[config.mk]
export PLATFORM = sky130hd
export DESIGN_NAME = vga_tape_scanout_flat
export DESIGN_NICKNAME = d
export VERILOG_FILES = /design/src/rtl/vga_tape_scanout_if.sv /design/src/rtl/vga_tape_scanout.sv /design/src/flat_wrapper.sv
export SDC_FILE = /design/constraint.sdc
export NUM_CORES = 1
export LEC_CHECK = 0
export CORE_MARGIN = 2
export CORE_UTILIZATION = 50
export CTS_BUF_LIST = sky130_fd_sc_hd__clkbuf_4
export CTS_CLUSTER_DIAMETER = 60
export CTS_CLUSTER_SIZE = 28
export DETAILED_ROUTE_END_ITERATION = 10
export HOLD_SLACK_MARGIN = 0.03
export PLACE_DENSITY = 0.85
export SLEW_MARGIN = 10
export SYNTH_ARGS = -nofsm -noshare
export SYNTH_HDL_FRONTEND = slang
export SYNTH_SLANG_ARGS = --single-unit
[constraint.sdc]
create_clock -name clk_pixel -period 4.1 [get_ports clk_pixel]
set_clock_uncertainty 0.15 [all_clocks]
set_input_delay 1.025 -clock clk_pixel [delete_from_list [all_inputs] [get_ports clk_pixel]]
set_output_delay 1.025 -clock clk_pixel [all_outputs]
set_load 0.01 [all_outputs]
[src/rtl/vga_tape_scanout_if.sv]
// rtl/vga_tape_scanout_if.sv - tape RAM read port and VGA video output bundle
interface vga_tape_scanout_if #(
    parameter int ADDR_W  = 14,
    parameter int COLOR_W = 4
);
    logic [ADDR_W-1:0]  mem_addr;
    logic [7:0]         mem_data;
    logic               vga_h_sync;
    logic               vga_v_sync;
    logic               vga_de;
    logic [COLOR_W-1:0] r;
    logic [COLOR_W-1:0] g;
    logic [COLOR_W-1:0] b;
    logic               frame_start;

    modport master (
        output mem_addr,
        input  mem_data,
        output vga_h_sync, vga_v_sync, vga_de, r, g, b, frame_start
    );

    modport slave (
        input  mem_addr,
        output mem_data,
        input  vga_h_sync, vga_v_sync, vga_de, r, g, b, frame_start
    );
endinterface

[src/rtl/vga_tape_scanout.sv]
// rtl/vga_tape_scanout.sv - parametrised VGA scan-out of the tape cell memory
module vga_tape_scanout #(
    parameter int H_ACTIVE   = 640,
    parameter int H_FP       = 16,
    parameter int H_SYNC     = 96,
    parameter int H_BP       = 48,
    parameter int V_ACTIVE   = 480,
    parameter int V_FP       = 10,
    parameter int V_SYNC     = 2,
    parameter int V_BP       = 33,
    parameter bit SYNC_POL   = 1'b0,
    parameter int CELL_SHIFT = 3,
    parameter int COLS_W     = 7,
    parameter int ADDR_W     = 14,
    parameter int MEM_LAT    = 1,
    parameter int COLOR_W    = 4
) (
    input  logic              clk_pixel,
    input  logic              reset,
    input  logic [1:0]        mode,
    input  logic              cursor_en,
    input  logic [ADDR_W-1:0] cursor_addr,
    input  logic              grid_en,
    vga_tape_scanout_if.master bus
);
    localparam int H_TOTAL = H_ACTIVE + H_FP + H_SYNC + H_BP;
    localparam int V_TOTAL = V_ACTIVE + V_FP + V_SYNC + V_BP;
    localparam int HW      = $clog2(H_TOTAL);
    localparam int VW      = $clog2(V_TOTAL);
    localparam logic [HW-1:0] H_LAST = HW'(H_TOTAL - 1);
    localparam logic [VW-1:0] V_LAST = VW'(V_TOTAL - 1);
    localparam logic [31:0] COL_MASK  = (32'd1 << COLS_W) - 32'd1;
    localparam logic [31:0] CELL_MASK = (32'd1 << CELL_SHIFT) - 32'd1;

    // Per-pixel attributes that travel alongside the RAM read so they stay aligned.
    typedef struct packed {
        logic       active;
        logic       hs;
        logic       vs;
        logic       ovf;
        logic       grid;
        logic       cur;
        logic [1:0] mode;
        logic [6:0] pat_x;
        logic [3:0] pat_y;
    } pix_t;

    logic [HW-1:0]     hcnt;
    logic [VW-1:0]     vcnt;
    logic [1:0]        mode_l;
    logic              cursor_en_l;
    logic [ADDR_W-1:0] cursor_addr_l;
    logic              grid_en_l;
    pix_t              pipe [MEM_LAT+1];

    logic              fs;
    logic [31:0]       hx, vy, col, row;
    logic [ADDR_W-1:0] cell_addr;
    logic [1:0]        e_mode;
    logic              e_cen, e_grid;
    logic [ADDR_W-1:0] e_caddr;
    pix_t              cur_pix;
    pix_t              p;
    logic [COLOR_W-1:0] c_r, c_g, c_b;

    function automatic logic [COLOR_W-1:0] fit(input logic [3:0] v);
        return COLOR_W'(v);
    endfunction

    assign fs              = !reset && (hcnt == '0) && (vcnt == '0);
    assign bus.frame_start = fs;

    // Settings sampled in the frame_start cycle already apply to pixel (0,0).
    assign e_mode  = fs ? mode        : mode_l;
    assign e_cen   = fs ? cursor_en   : cursor_en_l;
    assign e_caddr = fs ? cursor_addr : cursor_addr_l;
    assign e_grid  = fs ? grid_en     : grid_en_l;

    always_comb begin
        hx        = 32'(hcnt);
        vy        = 32'(vcnt);
        col       = hx >> CELL_SHIFT;
        row       = vy >> CELL_SHIFT;
        cell_addr = ADDR_W'((row << COLS_W) | (col & COL_MASK));

        cur_pix        = '0;
        cur_pix.active = (hx < H_ACTIVE) && (vy < V_ACTIVE);
        cur_pix.hs     = (hx >= H_ACTIVE + H_FP) && (hx < H_ACTIVE + H_FP + H_SYNC);
        cur_pix.vs     = (vy >= V_ACTIVE + V_FP) && (vy < V_ACTIVE + V_FP + V_SYNC);
        cur_pix.ovf    = (col >> COLS_W) != 32'd0;
        cur_pix.grid   = e_grid && (((hx & CELL_MASK) == 32'd0) || ((vy & CELL_MASK) == 32'd0));
        cur_pix.cur    = e_cen && (cell_addr == e_caddr);
        cur_pix.mode   = e_mode;
        cur_pix.pat_x  = 7'(hx >> 2);
        cur_pix.pat_y  = 4'(vy >> 2);
    end

    assign p = pipe[MEM_LAT];

    always_comb begin
        c_r = '0;
        c_g = '0;
        c_b = '0;
        case (p.mode)
            2'd0: begin
                c_r = fit(bus.mem_data[7:4]);
                c_g = fit(bus.mem_data[3:0]);
            end
            2'd1: begin
                c_r = fit(bus.mem_data[7:4]);
                c_g = fit(bus.mem_data[7:4]);
                c_b = fit(bus.mem_data[7:4]);
            end
            2'd2: begin
                if (bus.mem_data != 8'd0) begin
                    c_r = '1;
                    c_g = '1;
                    c_b = '1;
                end else begin
                    c_b = COLOR_W'(2);
                end
            end
            default: begin
                c_r = fit(p.pat_x[3:0]);
                c_g = fit(p.pat_y);
                c_b = fit(p.pat_x[6:3]);
            end
        endcase
        if (p.cur) begin
            c_r = ~c_r;
            c_g = ~c_g;
            c_b = ~c_b;
        end
        // Overflow columns are forced black so they never alias onto the next row.
        if (!p.active || p.ovf) begin
            c_r = '0;
            c_g = '0;
            c_b = '0;
        end else if (p.grid) begin
            c_r = COLOR_W'(2);
            c_g = COLOR_W'(2);
            c_b = COLOR_W'(2);
        end
    end

    always_ff @(posedge clk_pixel) begin
        if (reset) begin
            hcnt           <= '0;
            vcnt           <= '0;
            bus.mem_addr   <= '0;
            mode_l         <= '0;
            cursor_en_l    <= 1'b0;
            cursor_addr_l  <= '0;
            grid_en_l      <= 1'b0;
            for (int i = 0; i <= MEM_LAT; i++) pipe[i] <= '0;
            bus.vga_de     <= 1'b0;
            bus.vga_h_sync <= ~SYNC_POL;
            bus.vga_v_sync <= ~SYNC_POL;
            bus.r          <= '0;
            bus.g          <= '0;
            bus.b          <= '0;
        end else begin
            if (hcnt == H_LAST) begin
                hcnt <= '0;
                vcnt <= (vcnt == V_LAST) ? '0 : vcnt + 1'b1;
            end else begin
                hcnt <= hcnt + 1'b1;
            end
            if (fs) begin
                mode_l        <= mode;
                cursor_en_l   <= cursor_en;
                cursor_addr_l <= cursor_addr;
                grid_en_l     <= grid_en;
            end
            bus.mem_addr <= cell_addr;
            pipe[0]      <= cur_pix;
            for (int i = 1; i <= MEM_LAT; i++) pipe[i] <= pipe[i-1];
            bus.vga_de     <= p.active;
            bus.vga_h_sync <= p.hs ? SYNC_POL : ~SYNC_POL;
            bus.vga_v_sync <= p.vs ? SYNC_POL : ~SYNC_POL;
            bus.r          <= c_r;
            bus.g          <= c_g;
            bus.b          <= c_b;
        end
    end
endmodule
[src/flat_wrapper.sv]
// flat-port wrapper written by rule: the top's interface ports become plain ports
module vga_tape_scanout_flat 
#(
    parameter int H_ACTIVE   = 640,
    parameter int H_FP       = 16,
    parameter int H_SYNC     = 96,
    parameter int H_BP       = 48,
    parameter int V_ACTIVE   = 480,
    parameter int V_FP       = 10,
    parameter int V_SYNC     = 2,
    parameter int V_BP       = 33,
    parameter bit SYNC_POL   = 1'b0,
    parameter int CELL_SHIFT = 3,
    parameter int COLS_W     = 7,
    parameter int ADDR_W     = 14,
    parameter int MEM_LAT    = 1,
    parameter int COLOR_W    = 4
)
  (clk_pixel, reset, mode, cursor_en, cursor_addr, grid_en, bus_mem_addr, bus_mem_data, bus_vga_h_sync, bus_vga_v_sync, bus_vga_de, bus_r, bus_g, bus_b, bus_frame_start);
  vga_tape_scanout_if #(.ADDR_W(ADDR_W), .COLOR_W(COLOR_W)) bus_i ();
  input  logic clk_pixel;
  input  logic reset;
  input  logic [1:0] mode;
  input  logic cursor_en;
  input  logic [ADDR_W-1:0] cursor_addr;
  input  logic grid_en;
  output wire logic [$bits(bus_i.mem_addr)-1:0] bus_mem_addr;
  input wire logic [$bits(bus_i.mem_data)-1:0] bus_mem_data;
  output wire logic [$bits(bus_i.vga_h_sync)-1:0] bus_vga_h_sync;
  output wire logic [$bits(bus_i.vga_v_sync)-1:0] bus_vga_v_sync;
  output wire logic [$bits(bus_i.vga_de)-1:0] bus_vga_de;
  output wire logic [$bits(bus_i.r)-1:0] bus_r;
  output wire logic [$bits(bus_i.g)-1:0] bus_g;
  output wire logic [$bits(bus_i.b)-1:0] bus_b;
  output wire logic [$bits(bus_i.frame_start)-1:0] bus_frame_start;
  assign bus_mem_addr = bus_i.mem_addr;
  assign bus_i.mem_data = bus_mem_data;
  assign bus_vga_h_sync = bus_i.vga_h_sync;
  assign bus_vga_v_sync = bus_i.vga_v_sync;
  assign bus_vga_de = bus_i.vga_de;
  assign bus_r = bus_i.r;
  assign bus_g = bus_i.g;
  assign bus_b = bus_i.b;
  assign bus_frame_start = bus_i.frame_start;
  vga_tape_scanout #(.H_ACTIVE(H_ACTIVE), .H_FP(H_FP), .H_SYNC(H_SYNC), .H_BP(H_BP), .V_ACTIVE(V_ACTIVE), .V_FP(V_FP), .V_SYNC(V_SYNC), .V_BP(V_BP), .SYNC_POL(SYNC_POL), .CELL_SHIFT(CELL_SHIFT), .COLS_W(COLS_W), .ADDR_W(ADDR_W), .MEM_LAT(MEM_LAT), .COLOR_W(COLOR_W)) u_core (.clk_pixel(clk_pixel), .reset(reset), .mode(mode), .cursor_en(cursor_en), .cursor_addr(cursor_addr), .grid_en(grid_en), .bus(bus_i));
endmodule
==> results_dict.tcl, run 1 <==
set metrics [dict create \
    detail-route-antenna-nets 0 \
    final_layout_size_suffix_gt1_frac 0.0706 \
    yosys_warnings 0 \
    core.rowCount 31 \
    synth_area_leaders "dfxtp_1, xnor2_1, nor2b_1, nor2_1, nand2_1" \
    critPathArrivalTime_ns 2.34 \
    coreArea_mm2 0.00733 \
    crit_type "in -> out" \
    min_period_ns 3.51 \
    routed_wirelength_um 7480 \
    startpoint "reset" \
    yosys.area.top_type_share 0.484 \
    grt_overflow 0 \
    drv_slew 0 \
    r2r-end "u_core.pipe[0][13]" \
    status "finished, final reports clean" \
    globalRouteTotalUtil 0.184 \
    p_seq_frac 0.593 \
    ys_seq_elements 92 \
    comb_power_share 0.094 \
    die_h_um 91.3 \
    r2r_slack_ns 1.51 \
    grt_setup_unrepaired "no" \
    vias 2814 \
    initial_utilization 0.519 \
    clock_sinks 92 \
    endpoint_kind "output port" \
    route.detailed.drc 0 \
    cts_tree "done" \
    p_int_uw 1180 \
    clockBufferDepth 2 \
    startpoint_type "primary input" \
    synth_enable_flop_cells 0 \
    cts_setup_buffers 0 \
    drtPass1Iterations 4 \
    syn_area_mm2 0.00381 \
    power_density_mw_per_mm2 353 \
    cts_buffers 9 \
    finalCritPeriodShare 0.857 \
    tightest_slew_ns 0.704 \
    clk_pin_slew_ns 0.13 \
    sw_frac_of_total 0.248 \
    grt_pass1_wl_um 12200 \
    synthesis.nets 448 \
    ff_latch_area_mm2 0.00184 \
    die_area_mm2 0.00833 \
    wl_per_cell_um 13.5 \
    avgSynthCellArea_um2 9.17 \
    grt_antenna_before_repair 0 \
    vias_per_cell 5.10 \
    synth_ff_type "dfxtp_1" \
    diodes 0 \
    ys_seq_area_frac 0.484 \
    worstReg2RegStart "u_core.hcnt[0]" \
    port_buffers 57 \
    ir_drop_uv 163 \
    multi_input_area_mm2 0.00172 \
    final_hold_viol_count 0 \
    io_pins 58 \
    area_growth_pct 16.8 \
    final_cell_mix "dfxtp_1, clkdlybuf4s50_1, nor2_1" \
    insertion_delay_ns 0.43 \
    synth-async-reset-ratio 0 \
    setup_violations 0 \
    finalPower_uw 1570 \
    place.gp.congestion 0.853 \
    dieWidth_um 91.3 \
    synth.distinct_cells 49 \
    layout_commonest_cell "dfxtp_1" \
    cp.required_ns 2.92 \
    grt_max_degree 67 \
    drt-initial-drc-count 97 \
    hp-class "reg -> reg" \
    fin_setup_tns_ns 0 \
    cts.repair.resized 0 \
    cts_root_buf "clkbuf_4" \
    synth_top_area_cell "dfxtp_1" \
    crit_fanout 3 \
    htreeDepth 3 \
    timing.slew.headroom 0.529 \
    pwr-share-clk 0.312 \
    r2r_cells 8 \
    dpl.hpwl_um 5420 \
    p_leak_uw 0.00165 \
    switching_power_uw 389 \
    grt_pass1_vias 2660 \
    clock.fmax_mhz 285 \
    postCtsHoldBufs 0 \
    synthCells 415 \
    finalNetCount 481 \
    fill_cells 584 \
    endpoint "bus_frame_start" \
    maxCapViolations 0 \
]
## registers in the layout, indices dropped and copies added (netlist names)
name                   flops
u_core.hcnt               10
u_core.bus.b               4
u_core.cursor_en_l         1
u_core.grid_en_l           1
u_core.bus.vga_h_sync      1
u_core.bus.r               4
u_core.bus.vga_v_sync      1
u_core.cursor_addr_l      14
u_core.mode_l              1
u_core.pipe               26
u_core.vcnt               10
u_core.bus.vga_de          1
u_core.bus.mem_addr       14
u_core.bus.g               4
## cell type report
| type | instances | area share |
|---|---|---|
| clock buffers | 9 | 0.0152 |
| clock inverters | 7 | 0.0166 |
| inverters | 14 | 0.0118 |
| multi-input cells | 273 | 0.386 |
| flip-flops and latches | 92 | 0.414 |
| well taps | 99 | 0.0278 |
| repair buffers | 58 | 0.129 |
## per-layer routing
metal	wire length [um]	GRT usage
met4	124	0.0758
met3	437	0.0523
met1	3110	0.212
met5	0	0
met2	3810	0.319
## power by group through the flow
stage | sequential [uW] | clock [uW] | combinational [uW]
after floorplan | 947 | 0 | 97.2
after global placement | 951 | 0 | 144
after detailed placement | 952 | 0 | 148
after CTS | 932 | 504 | 149
after global routing | 936 | 538 | 162
final | 932 | 491 | 148
## worst max-delay path: stages
cell	delay [ns]
buf_2	0.11
nor3_1	0.23
nand2_1	0.20
nor3_4	0.19
clkdlybuf4s50_1	0.57
## kinds of logic after synthesis
kind of cell             Yosys count  synth area share
AO/OA/AOI/OAI                     44            0.0710
XOR/XNOR                          39            0.0897
flip-flops                        92             0.484
multiplexers                       8            0.0342
AND/OR/NAND/NOR                  177             0.239
buffers and inverters             50            0.0657
adder cells (fa/ha/maj)            5            0.0164
## through the flow
stage / utilization / hold slack, ns / worst slack, ns / cell area (um2) / std cells
finish: 0.607 / 0.245 / 0.586 / 4450 / 552
global route: 0.607 / 0.266 / 0.540 / 4450 / 552
CTS: 0.607 / 0.248 / 0.588 / 4450 / 552
detailed placement: 0.587 / 0.217 / 0.597 / 4310 / 536
global placement: 0.587 / 0.212 / 0.657 / 4310 / 536
floorplan: - / 0.206 / 1.37 / 3810 / 415
## Yosys cell counts (2+ instances only)
master / instances
buf_4: 9
o21ai_0: 8
o21a_1: 3
clkbuf_1: 17
xnor2_1: 29
inv_2: 3
nand3_1: 9
and3_1: 5
ha_1: 5
dfxtp_1: 92
nor2b_1: 33
a21oi_1: 20
buf_2: 5
mux4_2: 4
nor3_4: 2
nor3_1: 7
o31ai_1: 2
buf_6: 3
inv_1: 11
nand2b_1: 3
mux2i_1: 4
nand2_1: 48
nand4_1: 3
nor2_1: 50
and4_1: 3
nor4_1: 4
xor2_1: 10
buf_1: 2
## worst min-delay path by stage
stage,depth (start not counted),end,from,slack (ns)
floorplan,1,u_core.bus.vga_h_sync,u_core.pipe[0][36],0.21
finish,1,u_core.bus.vga_h_sync,u_core.pipe[0][36],0.24
global route,1,u_core.bus.vga_h_sync,u_core.pipe[0][36],0.27
global placement,1,u_core.bus.vga_h_sync,u_core.pipe[0][36],0.21
CTS,1,u_core.bus.vga_h_sync,u_core.pipe[0][36],0.25
detailed placement,1,u_core.bus.vga_h_sync,u_core.pipe[0][36],0.22
(Power assumes the default switching activity.)
==> run 2: changes to the inputs <==
Settings changed: ABC_AREA from default to 1, PLACE_DENSITY 0.85 to 0.84, REMOVE_ABC_BUFFERS from default to 1.
==> run 2 against run 1 <==
Effect of this change:
- synthesized cell count rose by 31%
- largest cell class unchanged
- critical endpoint unchanged
- synthesized area rose by 4.9%
- sequential share of layout area fell by 1.9 points
- worst hold slack got worse by 0.0075 ns
==> results_dict.tcl, run 2 <==
set metrics [dict create \
    top_register "u_core.pipe" \
    final_cells 695 \
    tightest_slew_ns 0.917 \
    slowest_delay_ns 0.53 \
    globalRouteTotalUtil 0.214 \
    p_seq_frac 0.572 \
    ys_seq_elements 92 \
    dpl.hpwl_um 6300 \
    synth_top_area_cell "dfxtp_1" \
    route.detailed.drc 0 \
    clockBufferDepth 2 \
    dpl.cell_count 679 \
    drv_slew 0 \
    crit_type "reg -> out" \
    top_regs "u_core.pipe (26), u_core.bus.mem_addr (14), u_core.cursor_addr_l (14)" \
    timing.slew.headroom 0.383 \
    cp_num_buf_inv 4 \
    cts_setup_buffers 0 \
    endpoint_kind "output port" \
    p_int_uw 1190 \
    routed_wirelength_um 8810 \
    htreeDepth 3 \
    p_leak_uw 0.00203 \
    gr-usage-met3 0.0508 \
    grt_pass1_wl_um 14700 \
    drt-initial-drc-count 216 \
    power_density_mw_per_mm2 349 \
    ff_latch_area_mm2 0.00184 \
    status "finished, final reports clean" \
    met2_usage 0.354 \
    synth_common_cells "nand2_1, dfxtp_1, nor2_1" \
    pwr-share-clk 0.307 \
    syn_area_mm2 0.00399 \
    area_growth_pct 16.8 \
    grt_setup_unrepaired "no" \
    finalCritPeriodShare 0.880 \
    dieWidth_um 93.4 \
    switching_power_uw 441 \
    path_common_cell "inv_1" \
    largest_reg_flops 26 \
    yosys_warnings 0 \
    clk_pin_slew_ns 0.14 \
    sw_frac_of_total 0.271 \
    clock_sinks 92 \
    multi_input_area_mm2 0.00170 \
    final_cell_mix "nand2_1, dfxtp_1, nor2_1" \
    maxCapViolations 0 \
    cp_top_family "buffers and inverters" \
    fill_cells 697 \
    fin_setup_tns_ns 0 \
    cts_tree "done" \
    synth-async-reset-ratio 0 \
    wl_per_cell_um 12.7 \
    clock.fmax_mhz 277 \
    ir_drop_uv 158 \
    setup_violations 0 \
    grt_overflow 0 \
    die_h_um 93.4 \
    synth_ff_type "dfxtp_1" \
    port_buffers 57 \
    min_period_ns 3.61 \
    layout_commonest_cell "nand2_1" \
    coreArea_mm2 0.00773 \
    place.gp.congestion 0.873 \
    final_layout_size_suffix_gt1_frac 0.0607 \
    comb_power_share 0.121 \
    vias 3593 \
    grt_pass1_vias 3276 \
    vias_per_cell 5.17 \
    fin_util 0.604 \
    ys_seq_area_frac 0.461 \
    initial_utilization 0.517 \
    insertion_delay_ns 0.44 \
    die_area_mm2 0.00872 \
    yosys.area.top_type_share 0.461 \
    cts_root_buf "clkbuf_4" \
    grt_max_degree 53 \
    finalNetCount 621 \
    crit_fanout 8 \
    startpoint_type "flop" \
    core.rowCount 32 \
    synth_enable_flop_cells 0 \
    cts_buffers 9 \
    cp.required_ns 2.92 \
    crit_chain "inv_1 -> ha_1 -> inv_1 -> nor2_1 -> nand2_1 -> nor2_2 -> nand3_2 -> inv_1 -> clkdlybuf4s50_1" \
    grt_antenna_before_repair 0 \
    synth_area_leaders "dfxtp_1, nand2_1, nor2_1, inv_1, a21oi_1" \
    final_hold_viol_count 0 \
    synthCells 544 \
    synth.most_common_cell "nand2_1" \
    critPathArrivalTime_ns 2.43 \
    cts.repair.resized 0 \
    hp-class "reg -> reg" \
    slowest_stage "clkdlybuf4s50_1" \
    diodes 0 \
    io_pins 58 \
    grt_use_met1 0.266 \
    postCtsHoldBufs 0 \
    drtPass1Iterations 5 \
    avgSynthCellArea_um2 7.34 \
    detail-route-antenna-nets 0 \
    grt.busiest_layer "met2" \
    synth.distinct_cells 37 \
]
==> run 2: cell type report <==
class | count | share of cell area
flip-flops and latches | 92 | 0.395
repair buffers | 58 | 0.123
inverters | 76 | 0.0611
multi-input cells | 351 | 0.364
well taps | 102 | 0.0274
clock buffers | 9 | 0.0145
clock inverters | 7 | 0.0156
==> run 2: power by group through the flow <==
| stage | registers, uW | logic (uW) | clock network (uW) |
|---|---|---|---|
| 2_1_floorplan | 950 | 115 | 0 |
| 3_5_place_dp | 950 | 193 | 0 |
| 6_report | 931 | 197 | 500 |
| 4_1_cts | 931 | 195 | 504 |
| 3_3_place_gp | 949 | 188 | 0 |
| 5_1_grt | 934 | 221 | 551 |
==> run 2: logic make-up after synthesis <==
group,after synthesis,share of synthesized area
AOI/OAI and AO/OA,74,0.101
adders and majority gates,5,0.0157
buffers and inverters,101,0.114
DFF,92,0.461
and+or+nand+nor,272,0.308
==> run 2: worst paths after layout <==
kind / from / end / slack, ns / cells past startpoint
setup / recovery: u_core.vcnt[0] / bus_frame_start / 0.49 / 9
hold / removal: u_core.pipe[0][36] / u_core.bus.vga_h_sync / 0.24 / 1
setup reg to reg: u_core.vcnt[0] / u_core.pipe[0][13] / 1.43 / 14
hold reg to reg: u_core.pipe[0][36] / u_core.bus.vga_h_sync / 0.24 / 1
==> run 2: metal layers <==
metal  vias to the layer above  wire [um]
li1                       1821          -
met1                      1599       3780
met2                       158       4140
met3                        15        720
met4                         0        164
met5                         -          0
==> run 2: stage by stage <==
step                      hold slack, ns  setup WS (ns)  area, um2  total power [uW]
after CTS                          0.240          0.525       4670              1630
after global placement             0.211          0.583       4530              1140
after detailed placement           0.207          0.573       4530              1140
after global routing               0.245          0.315       4670              1700
after floorplan                    0.202           1.30       3820              1070
final                              0.237          0.494       4670              1630
==> run 3: changes to the inputs <==
Settings changed: CORE_MARGIN 2 to default, GPL_ROUTABILITY_DRIVEN from default to 0, SLEW_MARGIN 10 to default.
==> run 3 against run 2 <==
Effect of this change:
- setup slack better by 0.0067 ns
- critical endpoint unchanged
- maximum frequency is 0.18% higher
- worst hold slack worse by 0.0048 ns
- highest routed layer unchanged
- critical path depth stayed put
- largest power group unchanged
==> results_dict.tcl, run 3 (synthesis gave the netlist of run 2 again) <==
set metrics [dict create \
    final_hold_viol_count 0 \
    startpoint_type "flop" \
    drt-initial-drc-count 224 \
    final_layout_size_suffix_gt1_frac 0.0607 \
    final_cell_mix "nand2_1, dfxtp_1, nor2_1" \
    die_area_mm2 0.00835 \
    wl_per_cell_um 12.4 \
    clock.fmax_mhz 278 \
    setup_violations 0 \
    route.detailed.drc 0 \
    path_common_cell "inv_1" \
    min_period_ns 3.60 \
    initial_utilization 0.517 \
    crit_fanout 8 \
    p_leak_uw 0.00202 \
    io_pins 58 \
    layout_commonest_cell "nand2_1" \
    cp_num_buf_inv 4 \
    timing.slew.headroom 0.387 \
    finalNetCount 621 \
    finalPower_uw 1580 \
    cts_root_buf "clkbuf_4" \
    port_buffers 57 \
    drv_slew 0 \
    tightest_slew_ns 0.912 \
    grt_setup_unrepaired "no" \
    top_regs "u_core.pipe (26), u_core.bus.mem_addr (14), u_core.cursor_addr_l (14)" \
    htreeDepth 3 \
    hp-class "reg -> reg" \
    dpl.hpwl_um 6290 \
    fin_setup_tns_ns 0 \
    cp.required_ns 2.92 \
    area_growth_pct 16.5 \
    coreArea_mm2 0.00773 \
    crit_type "reg -> out" \
    endpoint_kind "output port" \
    cts.repair.resized 0 \
    ir_drop_uv 217 \
    insertion_delay_ns 0.44 \
    cts_setup_buffers 0 \
    placed_area_mm2 0.00453 \
    power_density_mw_per_mm2 340 \
    diodes 0 \
    cp_top_family "buffers and inverters" \
    grt_pass1_wl_um 14200 \
    clock_sinks 92 \
    grt_overflow 0 \
    vias_per_cell 5.24 \
    status "finished, final reports clean" \
    clockBufferDepth 2 \
    drtPass1Iterations 5 \
    maxCapViolations 0 \
    dpl.cell_count 679 \
    slowest_delay_ns 0.53 \
    cts_tree "done" \
    finalCritPeriodShare 0.878 \
    hold_ws_ns 0.232 \
    postCtsHoldBufs 0 \
    critPathArrivalTime_ns 2.42 \
    grt_pass1_vias 3255 \
    vias 3641 \
    core.rowCount 32 \
    clk_pin_slew_ns 0.16 \
    dieWidth_um 91.4 \
    globalRouteTotalUtil 0.214 \
    top_register "u_core.pipe" \
    die_h_um 91.4 \
    slowest_stage "clkdlybuf4s50_1" \
    grt_max_degree 53 \
    detail-route-antenna-nets 0 \
    cts_buffers 9 \
    routed_wirelength_um 8620 \
    grt_antenna_before_repair 0 \
    finalInstanceArea_mm2 0.00465 \
    final_cells 695 \
    crit_chain "inv_1 -> ha_1 -> inv_1 -> nor2_1 -> nand2_1 -> nor2_2 -> nand3_2 -> inv_1 -> clkdlybuf4s50_1" \
    largest_reg_flops 26 \
]
## run 3: path summary, 6_finish.rpt
path                       from                    end  slack [ns]  cells after the start
max              u_core.vcnt[0]        bus_frame_start        0.50                      9
max reg2reg      u_core.vcnt[0]     u_core.pipe[0][13]        1.53                     16
min          u_core.pipe[0][36]  u_core.bus.vga_h_sync        0.23                      1
min reg2reg  u_core.pipe[0][36]  u_core.bus.vga_h_sync        0.23                      1
## run 3: per-stage QoR
| stage | utilization | setup slack, ns |
|---|---|---|
| final | 0.602 | 0.500 |
| after global placement | 0.586 | 0.586 |
| after floorplan | - | 1.30 |
| after detailed placement | 0.586 | 0.553 |
| after CTS | 0.602 | 0.491 |
| after global routing | 0.602 | 0.280 |
## run 3: power breakdown
part	switching (uW)	internal [uW]
Combinational	115	79.6
Sequential	11.9	919
Clock	323	134
Total	449	1130
## run 3: layer usage
metal,global-route usage,wire [um]
met1,0.255,3600
met3,0.0553,671
met4,0.0926,262
met2,0.364,4090
met5,0,0
## run 3: layout make-up
cell class	instances	area, um2
inverter	76	285
multi-input combinational	351	1700
timing repair buffer	58	573
clock buffer	9	67.6
sequential	92	1840
fill	673	3080
clock inverter	7	58.8
tap	102	128
